`config.mk`:
```
export PLATFORM = sky130hd
export DESIGN_NAME = tiny_fir_mc
export DESIGN_NICKNAME = d
export VERILOG_FILES = /design/src/rtl/tiny_fir_mc.sv
export SDC_FILE = /design/constraint.sdc
export NUM_CORES = 2
export LEC_CHECK = 0
export ABC_AREA = 1
export CORE_MARGIN = 2
export CORE_UTILIZATION = 57
export DETAILED_ROUTE_END_ITERATION = 10
export PLACE_DENSITY_LB_ADDON = 0.1
export SYNTH_ARGS = -nofsm -noshare
export SYNTH_HDL_FRONTEND = slang
export SYNTH_SLANG_ARGS = --single-unit
```
`constraint.sdc`:
```
create_clock -name i_clk -period 5.7 [get_ports i_clk]
set_clock_uncertainty 0.15 [all_clocks]
set_input_delay 0.57 -clock i_clk [delete_from_list [all_inputs] [get_ports i_clk]]
set_output_delay 0.57 -clock i_clk [all_outputs]
set_load 0.01 [all_outputs]
```
`src/rtl/tiny_fir_mc.sv`:
```
// tiny_fir_mc -- time-shared multi-channel serial FIR filter.
//
// One multiply-accumulate unit serves G_NUM_CHANNELS independent channels
// that share a single set of G_NUM_TAPS coefficients. Coefficients and the
// per-channel sample history are held in inferred RAMs with a registered
// read port. Every channel keeps its own circular-buffer head pointer.
//
// Optional feature: define TINY_FIR_MC_SATURATE_EN to clamp the shifted
// accumulator to the signed G_DATA_WIDTH range. Without it the low
// G_DATA_WIDTH bits are taken (two's-complement wrap) and no clamp logic
// is built.
//
// Ports:
//   i_clk, i_reset        clock, asynchronous active-low reset
//   i_enable              0 = synchronous soft stop (drops any in-flight output)
//   i_tap_din/_valid      coefficient stream, tap 0 first
//   o_tap_din_ready       coefficient accepted on valid & ready
//   o_tap_din_done        all taps loaded
//   i_tap_reload          pulse: restart coefficient loading
//   i_din/_channel/_valid, o_din_ready     sample input stream
//   o_dout/_channel/_valid, i_dout_ready   filtered output stream
module tiny_fir_mc #(
  parameter int G_NUM_TAPS     = 16,
  parameter int G_NUM_CHANNELS = 4,
  parameter int G_DATA_WIDTH   = 16,
  parameter int G_TAP_WIDTH    = 16,
  parameter int G_OUT_SHIFT    = 15,
  localparam int LP_CH_W = (G_NUM_CHANNELS > 1) ? $clog2(G_NUM_CHANNELS) : 1
) (
  input  logic                    i_clk,
  input  logic                    i_reset,
  input  logic                    i_enable,
  input  logic [G_TAP_WIDTH-1:0]  i_tap_din,
  input  logic                    i_tap_din_valid,
  output logic                    o_tap_din_ready,
  output logic                    o_tap_din_done,
  input  logic                    i_tap_reload,
  input  logic [G_DATA_WIDTH-1:0] i_din,
  input  logic [LP_CH_W-1:0]      i_din_channel,
  input  logic                    i_din_valid,
  output logic                    o_din_ready,
  output logic [G_DATA_WIDTH-1:0] o_dout,
  output logic [LP_CH_W-1:0]      o_dout_channel,
  output logic                    o_dout_valid,
  input  logic                    i_dout_ready
);

  localparam int LP_IDX_W  = $clog2(G_NUM_TAPS);
  localparam int LP_HA     = G_NUM_CHANNELS * G_NUM_TAPS;
  localparam int LP_HA_W   = $clog2(LP_HA);
  localparam int LP_PROD_W = G_DATA_WIDTH + G_TAP_WIDTH;
  localparam int LP_ACC_W  = LP_PROD_W + LP_IDX_W;

  typedef enum logic [2:0] {
    SM_CLEAR, SM_LOAD_TAPS, SM_GET_INPUT, SM_CALC_MULT, SM_ACCUMULATE, SM_SEND_OUTPUT
  } t_state;

  t_state r_state, w_state_nxt;

  logic [LP_HA_W-1:0]             r_clr_cnt;
  logic [LP_IDX_W-1:0]            r_tap_idx;
  logic                           r_tap_done;
  logic [LP_IDX_W-1:0]            r_k;
  logic [LP_CH_W-1:0]             r_ch;
  logic [LP_IDX_W-1:0]            r_head [G_NUM_CHANNELS];
  logic                           r_rd_vld;
  logic signed [LP_ACC_W-1:0]     r_acc;
  logic [G_DATA_WIDTH-1:0]        r_dout;
  logic [LP_CH_W-1:0]             r_dout_ch;
  logic                           r_dout_valid;

  logic [G_TAP_WIDTH-1:0]         r_tap_mem  [G_NUM_TAPS];
  logic [G_DATA_WIDTH-1:0]        r_hist_mem [LP_HA];
  logic signed [G_TAP_WIDTH-1:0]  r_tap_q;
  logic signed [G_DATA_WIDTH-1:0] r_hist_q;

  logic                           w_tap_acc, w_din_acc, w_out_hs, w_hist_we;
  logic [LP_IDX_W-1:0]            w_rd_idx;
  logic [LP_HA_W-1:0]             w_rd_addr, w_wr_addr;
  logic [G_DATA_WIDTH-1:0]        w_hist_wd;
  logic signed [LP_PROD_W-1:0]    w_prod;
  logic signed [LP_ACC_W-1:0]     w_prod_ext;
  logic [G_DATA_WIDTH-1:0]        w_narrow;

  // Handshake qualifiers. tap_reload wins over a pending sample, so din_ready
  // is withheld in that cycle rather than letting a transfer be silently lost.
  assign w_tap_acc = (r_state == SM_LOAD_TAPS) && i_enable && i_tap_din_valid && !i_tap_reload;
  assign w_din_acc = (r_state == SM_GET_INPUT) && i_enable && i_din_valid && !i_tap_reload;
  assign w_out_hs  = r_dout_valid && i_dout_ready;

  // History word for tap k is (head - k) mod N; the index width gives the wrap.
  // Address is {channel, index}; the cast drops the unused channel bit when C=1.
  assign w_rd_idx  = r_head[r_ch] - r_k;
  assign w_rd_addr = LP_HA_W'({r_ch, w_rd_idx});
  assign w_wr_addr = (r_state == SM_CLEAR) ? r_clr_cnt
                                           : LP_HA_W'({i_din_channel, r_head[i_din_channel]});
  assign w_hist_we = ((r_state == SM_CLEAR) && i_enable) || w_din_acc;
  assign w_hist_wd = (r_state == SM_CLEAR) ? '0 : i_din;

  // RAMs: one write port, registered read. No reset, so history is zeroed by SM_CLEAR.
  always_ff @(posedge i_clk) begin
    if (w_tap_acc) r_tap_mem[r_tap_idx] <= i_tap_din;
    if (w_hist_we) r_hist_mem[w_wr_addr] <= w_hist_wd;
    r_tap_q  <= r_tap_mem[r_k];
    r_hist_q <= r_hist_mem[w_rd_addr];
  end

  assign w_prod     = LP_PROD_W'(r_tap_q) * LP_PROD_W'(r_hist_q);
  assign w_prod_ext = {{LP_IDX_W{w_prod[LP_PROD_W-1]}}, w_prod};

`ifdef TINY_FIR_MC_SATURATE_EN
  logic signed [LP_ACC_W-1:0] w_shifted;
  logic                       w_fits;
  assign w_shifted = r_acc >>> G_OUT_SHIFT;
  // Fits when every bit above the output sign bit matches it.
  assign w_fits    = (&w_shifted[LP_ACC_W-1:G_DATA_WIDTH-1]) | ~(|w_shifted[LP_ACC_W-1:G_DATA_WIDTH-1]);
  assign w_narrow  = w_fits ? w_shifted[G_DATA_WIDTH-1:0]
                   : (w_shifted[LP_ACC_W-1] ? {1'b1, {(G_DATA_WIDTH-1){1'b0}}}
                                            : {1'b0, {(G_DATA_WIDTH-1){1'b1}}});
`else
  assign w_narrow  = G_DATA_WIDTH'(r_acc >>> G_OUT_SHIFT);
`endif

  // FSM: state register
  always_ff @(posedge i_clk or negedge i_reset) begin
    if (!i_reset) r_state <= SM_CLEAR;
    else          r_state <= w_state_nxt;
  end

  // FSM: next state
  always_comb begin
    w_state_nxt = r_state;
    if (!i_enable) begin
      // Soft stop: clearing just pauses, everything else falls back to idle.
      if (r_state != SM_CLEAR) w_state_nxt = r_tap_done ? SM_GET_INPUT : SM_LOAD_TAPS;
    end else begin
      case (r_state)
        SM_CLEAR:       if (r_clr_cnt == LP_HA_W'(LP_HA - 1))
                          w_state_nxt = r_tap_done ? SM_GET_INPUT : SM_LOAD_TAPS;
        SM_LOAD_TAPS:   if (w_tap_acc && (r_tap_idx == LP_IDX_W'(G_NUM_TAPS - 1)))
                          w_state_nxt = SM_GET_INPUT;
        SM_GET_INPUT:   if (i_tap_reload)   w_state_nxt = SM_LOAD_TAPS;
                        else if (w_din_acc) w_state_nxt = SM_CALC_MULT;
        SM_CALC_MULT:   if (r_k == LP_IDX_W'(G_NUM_TAPS - 1)) w_state_nxt = SM_ACCUMULATE;
        SM_ACCUMULATE:  w_state_nxt = SM_SEND_OUTPUT;
        SM_SEND_OUTPUT: if (w_out_hs) w_state_nxt = SM_GET_INPUT;
        default:        w_state_nxt = SM_CLEAR;
      endcase
    end
  end

  // FSM: outputs
  always_comb begin
    o_tap_din_ready = 1'b0;
    o_din_ready     = 1'b0;
    if (i_enable) begin
      o_tap_din_ready = (r_state == SM_LOAD_TAPS);
      o_din_ready     = (r_state == SM_GET_INPUT) && !i_tap_reload;
    end
  end

  // Datapath and bookkeeping
  always_ff @(posedge i_clk or negedge i_reset) begin
    if (!i_reset) begin
      r_clr_cnt    <= '0;
      r_tap_idx    <= '0;
      r_tap_done   <= 1'b0;
      r_k          <= '0;
      r_ch         <= '0;
      r_rd_vld     <= 1'b0;
      r_acc        <= '0;
      r_dout       <= '0;
      r_dout_ch    <= '0;
      r_dout_valid <= 1'b0;
      for (int i = 0; i < G_NUM_CHANNELS; i++) r_head[i] <= '0;
    end else begin
      if ((r_state == SM_CLEAR) && i_enable) r_clr_cnt <= r_clr_cnt + LP_HA_W'(1);

      if ((r_state == SM_LOAD_TAPS) && i_enable && i_tap_reload) begin
        r_tap_idx <= '0;
      end else if (w_tap_acc) begin
        r_tap_idx <= r_tap_idx + LP_IDX_W'(1);
        if (r_tap_idx == LP_IDX_W'(G_NUM_TAPS - 1)) r_tap_done <= 1'b1;
      end

      if ((r_state == SM_GET_INPUT) && i_enable && i_tap_reload) begin
        r_tap_done <= 1'b0;
        r_tap_idx  <= '0;
      end

      if (w_din_acc) begin
        r_ch  <= i_din_channel;
        r_k   <= '0;
        r_acc <= '0;
      end

      if ((r_state == SM_CALC_MULT) && i_enable) r_k <= r_k + LP_IDX_W'(1);

      // Read data trails the address by one cycle; accumulate behind it.
      r_rd_vld <= (r_state == SM_CALC_MULT) && i_enable;
      if (r_rd_vld && i_enable) r_acc <= r_acc + w_prod_ext;

      // A completed handshake always counts, even in a stop cycle, so the
      // head stays in step with what the sink actually received.
      if (w_out_hs) begin
        r_dout_valid <= 1'b0;
        r_head[r_ch] <= r_head[r_ch] + LP_IDX_W'(1);
      end else if (!i_enable) begin
        r_dout_valid <= 1'b0;
      end else if ((r_state == SM_SEND_OUTPUT) && !r_dout_valid) begin
        r_dout       <= w_narrow;
        r_dout_ch    <= r_ch;
        r_dout_valid <= 1'b1;
      end
    end
  end

  assign o_tap_din_done = r_tap_done;
  assign o_dout         = r_dout;
  assign o_dout_channel = r_dout_ch;
  assign o_dout_valid   = r_dout_valid;

endmodule

```
; After elaboration in Yosys (flattened, before gate mapping)
; Memory sizes are Yosys's and may differ from the RTL's. A register that Yosys moved wholly into a read port is not among the register bits.
; Cells that the tools add are included.
[classes]
n_addsub = 6
mul = 1
div_mod_pow = 0
order_cmp = 3
n_eq_ne = 15
n_shift = 0
n_mux = 41
bitwise = 3
n_reduce_logical = 30
[ops]
columns = op, count
row1 = $mux 36, 2
row2 = $mux 4, 10
row3 = $add 36x32->36, 1
row4 = $mul 16x16->32, 1
row5 = $mux 3, 8
row6 = $pmux 3 s6, 1
row7 = $bmux 4 s2, 2
row8 = $bwmux 16, 1
row9 = $logic_and 1x1->1, 16
row10 = $mux 16, 1
row11 = $mux 1, 13
row12 = $add 4x1->4 const B, 3
row13 = $reduce_bool 2->1, 5
row14 = $demux 4 s2, 1
row15 = $eq 4x4->1 const B, 2
row16 = $add 6x1->6 const B, 1
row17 = $eq 3x2->1 const B, 2
row18 = $eq 3x3->1 const B, 2
row19 = $eq 6x6->1 const B, 1
row20 = $ge 3x3->1 const B, 2
row21 = $mux 6, 1
row22 = $ne 3x2->1 const B, 2
row23 = $ne 3x3->1 const B, 2
row24 = $not 2->3, 2
row25 = 14 further kinds, 17
[totals]
regBits = 92
latchBits = 0
ramBits = 1280
romBits = 0
in_bits = 41
out_inout_bits = 22
wordCells = 116
memories = 2
[memory_table]
columns = name, depth, word_bits, rd, rd_clocked_by_memory_dff, wr, line_no
row1 = r_hist_mem, 64, 16, 1, 1, 1, 73  ; logic [G_DATA_WIDTH-1:0] r_hist_mem [LP_HA];
row2 = r_tap_mem, 16, 16, 1, 1, 1, 72  ; logic [G_TAP_WIDTH-1:0] r_tap_mem [G_NUM_TAPS];

; Depth between registers and ports, before layout
[logic_depth]
word_depth = 8
mapped_depth = 28
depth_no_buf = 26

; Worst setup path after synthesis
; No wires, ideal clock.
[synth_path]
path_kind = flip-flop to flip-flop
start = register r_tap_q[15], read port of r_tap_mem
end = register r_acc[28]
setup_time_ns = 0.118
arrival_ns = 5.391
required_time_ns = 5.432
path_slack_ns = 0.041
path_stages_with_launch = 21
n_path_buf = 1
period_less_slack_ns = 5.659
path_cell_list = dfxtp_1 -> clkbuf_1 -> nand2_1 -> inv_1 -> fa_1 -> fa_1 -> fa_1 -> fa_1 -> fa_1 -> inv_1 -> fa_1 -> inv_1 -> ha_1 -> nand2_1 -> nor2_1 -> nand2_1 -> or2_2 -> nand3_1 -> nand2_1 -> nand3_1 -> nand2_1
[synth_via]
elab_chain_cells = 3
[synth_rtl]
columns = item, line_no
row1 = "start, declared", 74  ; logic signed [G_TAP_WIDTH-1:0] r_tap_q;
row2 = $mul 16x16->32, 108  ; assign w_prod = LP_PROD_W'(r_tap_q) * LP_PROD_W'(r_hist_q);
row3 = $add 36x32->36, 201  ; if (r_rd_vld && i_enable) r_acc <= r_acc + w_prod_ext;
row4 = $mux 36, 201
row5 = "end signal, assigned", 201
row6 = "end, declared", 67  ; logic signed [LP_ACC_W-1:0] r_acc;
; No other way between the ends.
; A chain may end at the register's enable or synchronous reset.

; Final worst setup path
[layout_path]
start = register r_hist_q[15], read port of r_hist_mem
end = register r_acc[28]
[layout_via]
elab_chain_cells = 3
[layout_rtl]
columns = item, line_no
row1 = "start, declared", 75  ; logic signed [G_DATA_WIDTH-1:0] r_hist_q;
row2 = $mul 16x16->32, 108
row3 = $add 36x32->36, 201
row4 = $mux 36, 201
; No other way between the ends.

==> impl_results.md <==
- Die height: 350 µm
- Hold Violations, Final: 0
- Compound-Gate Fraction of Synth Area: under 10%
- Via-per-instance ratio: around 5.7
- Minimum clock period: between 5 and 6 ns
- CTS buffer count: ~150
- Setup-failing EPs final: 0
- DRT Pass-1 Iters: 5
- Initial antenna violation count: 6
- Clk sinks: roughly 1400
- GPL Wtd Cong: 0.933
- CTS tree: built
- DRC: 0
- Layout Area Growth over Synthesis: 12.5%
- Mapped Area: 0.0681 mm²
- Main combinational cell family by area after synthesis: simple AND/OR/NAND/NOR gates
- Core area: 0.118 mm²
- Distinct cells, synth: between 40 and 50
- Setup TNS: 0 ns
- Worst-Margin Slew: between 1 and 1.5 ns
- Worst Setup Start Kind: register
- Avg Inst Size Synth: 10.7 µm²
- Top-level I/O count: 63
- I/O Buffers: 62
- Initial Utilization: between 50% and 60%
- Mapped Cells: roughly 6400
- Fin nets: approximately 6900
- Proportion of layout cells with a drive suffix above 1: 9.62%
- Maximum buffer depth of the clock tree: 3
- Relative slew margins: between 10% and 20%
- DP Area: 0.0716 mm²
- DP Wirelength: 110000 µm
- Post-place setup slack: just under 0.02 ns
- Latest clock arrival within the worst-skew pair: 0.78 ns
- Arr. time, crit path: 6.03 ns
- Root Buffer Master: clkbuf_16
- Type of the worst setup path: register to register
- Final wirelength: 177000 µm
- Final worst-path cycle share: a little over nine tenths
- Post-synthesis register bit count: 1399
- Yosys Warn Count: 0
- Max Cap Viol: 0
- Mux cell area share after synthesis: less than 1%
- CTS clk-pin slew, worst paths: around 0.060 ns
- Design area: about 0.077 mm²
- Iter 0 DRT Violations: slightly above 5000
- Final Max Slew Viols: 0
- Rows: 126
- Die X-Extent: 350 µm
- Simple-Gate Fraction of Synth Area: approximately 12%
- Worst Setup Slack, final: about 0.18 ns
- Maximum clock rate: 181 MHz
- Remaining global-route overflow: 0
- Sequential fraction of the synthesis area: 60.6%
- Hold WC Path Type: input pin to asynchronous set/reset pin
- Die ar.: around 0.12 mm²
- Most frequent cells in the layout: 1280 x edfxtp_1, 1014 x nor2_1, 862 x nand2_1
- Crit path max fanout: 5
- Avg WL per Cell: 21.7 µm
- All-Layer GR Usage: between 20% and 30%
- Adder-cell share of the synthesized area: 10.3%
- Synth Area in XOR/XNOR: less than 1%
- Outcome: finished clean
- DR vias: around 46000
- Non-filler cells, final: 8157
- Post-DRT Antenna Nets: 0
- CP Capture Type: register
- Placed Cells: about 7900
- Post-Syn Nets: ~7000
- First-pass GRT wire length: 271000 µm
- WP data required: 6.21 ns
- Max H-tree Level: 4
- Commonest non-fill, non-tap cell in the layout: edfxtp_1
- Largest net degree at the start of global routing: 201
- Vias in the first global route: between 40000 and 50000
layout make-up:
| cell class | instances | area, µm² |
|---|---|---|
| Antenna cell | 1 | 2.50 |
| Clock buffer | 185 | 3890 |
| Clock inverter | 79 | 636 |
| Multi-Input combinational cell | 3789 | 22700 |
| Fill cell | 9160 | 41600 |
| Timing Repair Buffer | 318 | 2930 |
| Sequential cell | 1399 | 41300 |
| Tap cell | 1536 | 1920 |
| Inverter | 850 | 3210 |
synthesized netlist by cell type, drive strengths merged:
master     n  area (µm²)
inv      837        3140
nor2    1063        4020
nand3    177         916
nand3b     3        22.5
edfxtp  1280       38400
a22oi      3        22.5
ha       105        1310
xnor2      8        70.1
fa       286        5730
o211ai     2        15.0
nand4      9        56.3
a22o       5        43.8
o21bai     2        15.0
a21oi    119         596
buf      158         843
o21ai    954        4770
o31ai      3        22.5
mux2       9         101
xor2       9        78.8
a211oi     1        7.51
o22ai     91         569
a31oi      1        6.26
dfxtp     32         641
nand2    881        3330
a32o       1        10.0
clkbuf   179         672
or2        7        43.8
nor3      15        96.4
a21o       2        15.0
dfrtp     87        2180
clkinv    13        48.8
o21a       1        7.51
o221ai    32         280
state kept, by name, indices dropped and copies added (netlist names):
register and flops:
o_dout 16, o_dout_channel 2, o_dout_valid 1, o_tap_din_done 1, r_acc 31, r_ch 2, r_clr_cnt 6, r_head 16
r_hist_mem 1024, r_hist_q 16, r_k 4, r_rd_vld 1, r_state 3, r_tap_idx 4, r_tap_mem 256, r_tap_q 16
per-layer routing:
layer | share of wire [%] | vias up | track usage, %
li1 | - | 21400 | -
met1 | 43 | 22800 | 43.7
met2 | 45 | 1834 | 44.7
met3 | 8.2 | 282 | 4.27
met4 | 3.0 | 0 | 9.76
met5 | 0 | - | 0
worst max-delay path, cell delays in order, from the launching register on:
cell and delay (ns):
dfxtp_2 0.33, clkinvlp_4 0.10, clkbuf_4 0.19, buf_4 0.12
buf_4 0.14, nor2_1 0.06, fa_1 0.47, inv_1 0.05
fa_1 0.44, fa_1 0.53, inv_1 0.06, fa_1 0.48
fa_1 0.50, inv_1 0.05, fa_1 0.50, inv_1 0.08
ha_4 0.30, nand2_1 0.10, nor2_1 0.15, nand2_1 0.08
or2_2 0.31, nand3_1 0.07, nand2_1 0.05, nand3_1 0.06
nand2_1 0.07
path summary, 6_finish.rpt:
| path | end | from | cells past startpoint | slack, ns |
|---|---|---|---|---|
| setup / recovery | r_acc[28] | r_hist_q[15] | 24 | 0.18 |
| hold / removal | r_acc[3] | i_reset | 2 | 0.17 |
| setup reg to reg | r_acc[28] | r_hist_q[15] | 24 | 0.18 |
| hold reg to reg | o_dout[6] | o_dout[6] | 2 | 0.34 |
| max in group asynchronous | r_k[0] | i_reset | 3 | 4.06 |
| min in group i_clk | o_dout_valid | i_dout_ready | 2 | 0.25 |
logic make-up after synthesis:
group | after synthesis
flip-flops | 1399
buffers and inverters | 1187
AO/OA/AOI/OAI | 1217
AND/OR/NAND/NOR | 2155
XOR/XNOR | 17
adder cells (fa/ha/maj) | 391
multiplexers | 9
through the flow:
step                      hold WS [ns]  utilization, %
after floorplan                  0.124               -
after global placement           0.324            60.5
after detailed placement         0.327            60.5
after CTS                        0.110            64.4
after global routing             0.198            64.8
final                            0.166            64.8
timing repair:
| item | in CTS | in global routing |
|---|---|---|
| setup buffers | 0 | 4 |
| hold buffers | 1 | 0 |
| endpoints found under the setup margin | 0 | 18 |
| endpoints found under the hold margin | 35 | 0 |
| resized for setup | 0 | 119 |
Power is not shown: default switching activity piles up to over one toggle a cycle in this logic, so the estimate is an artifact.
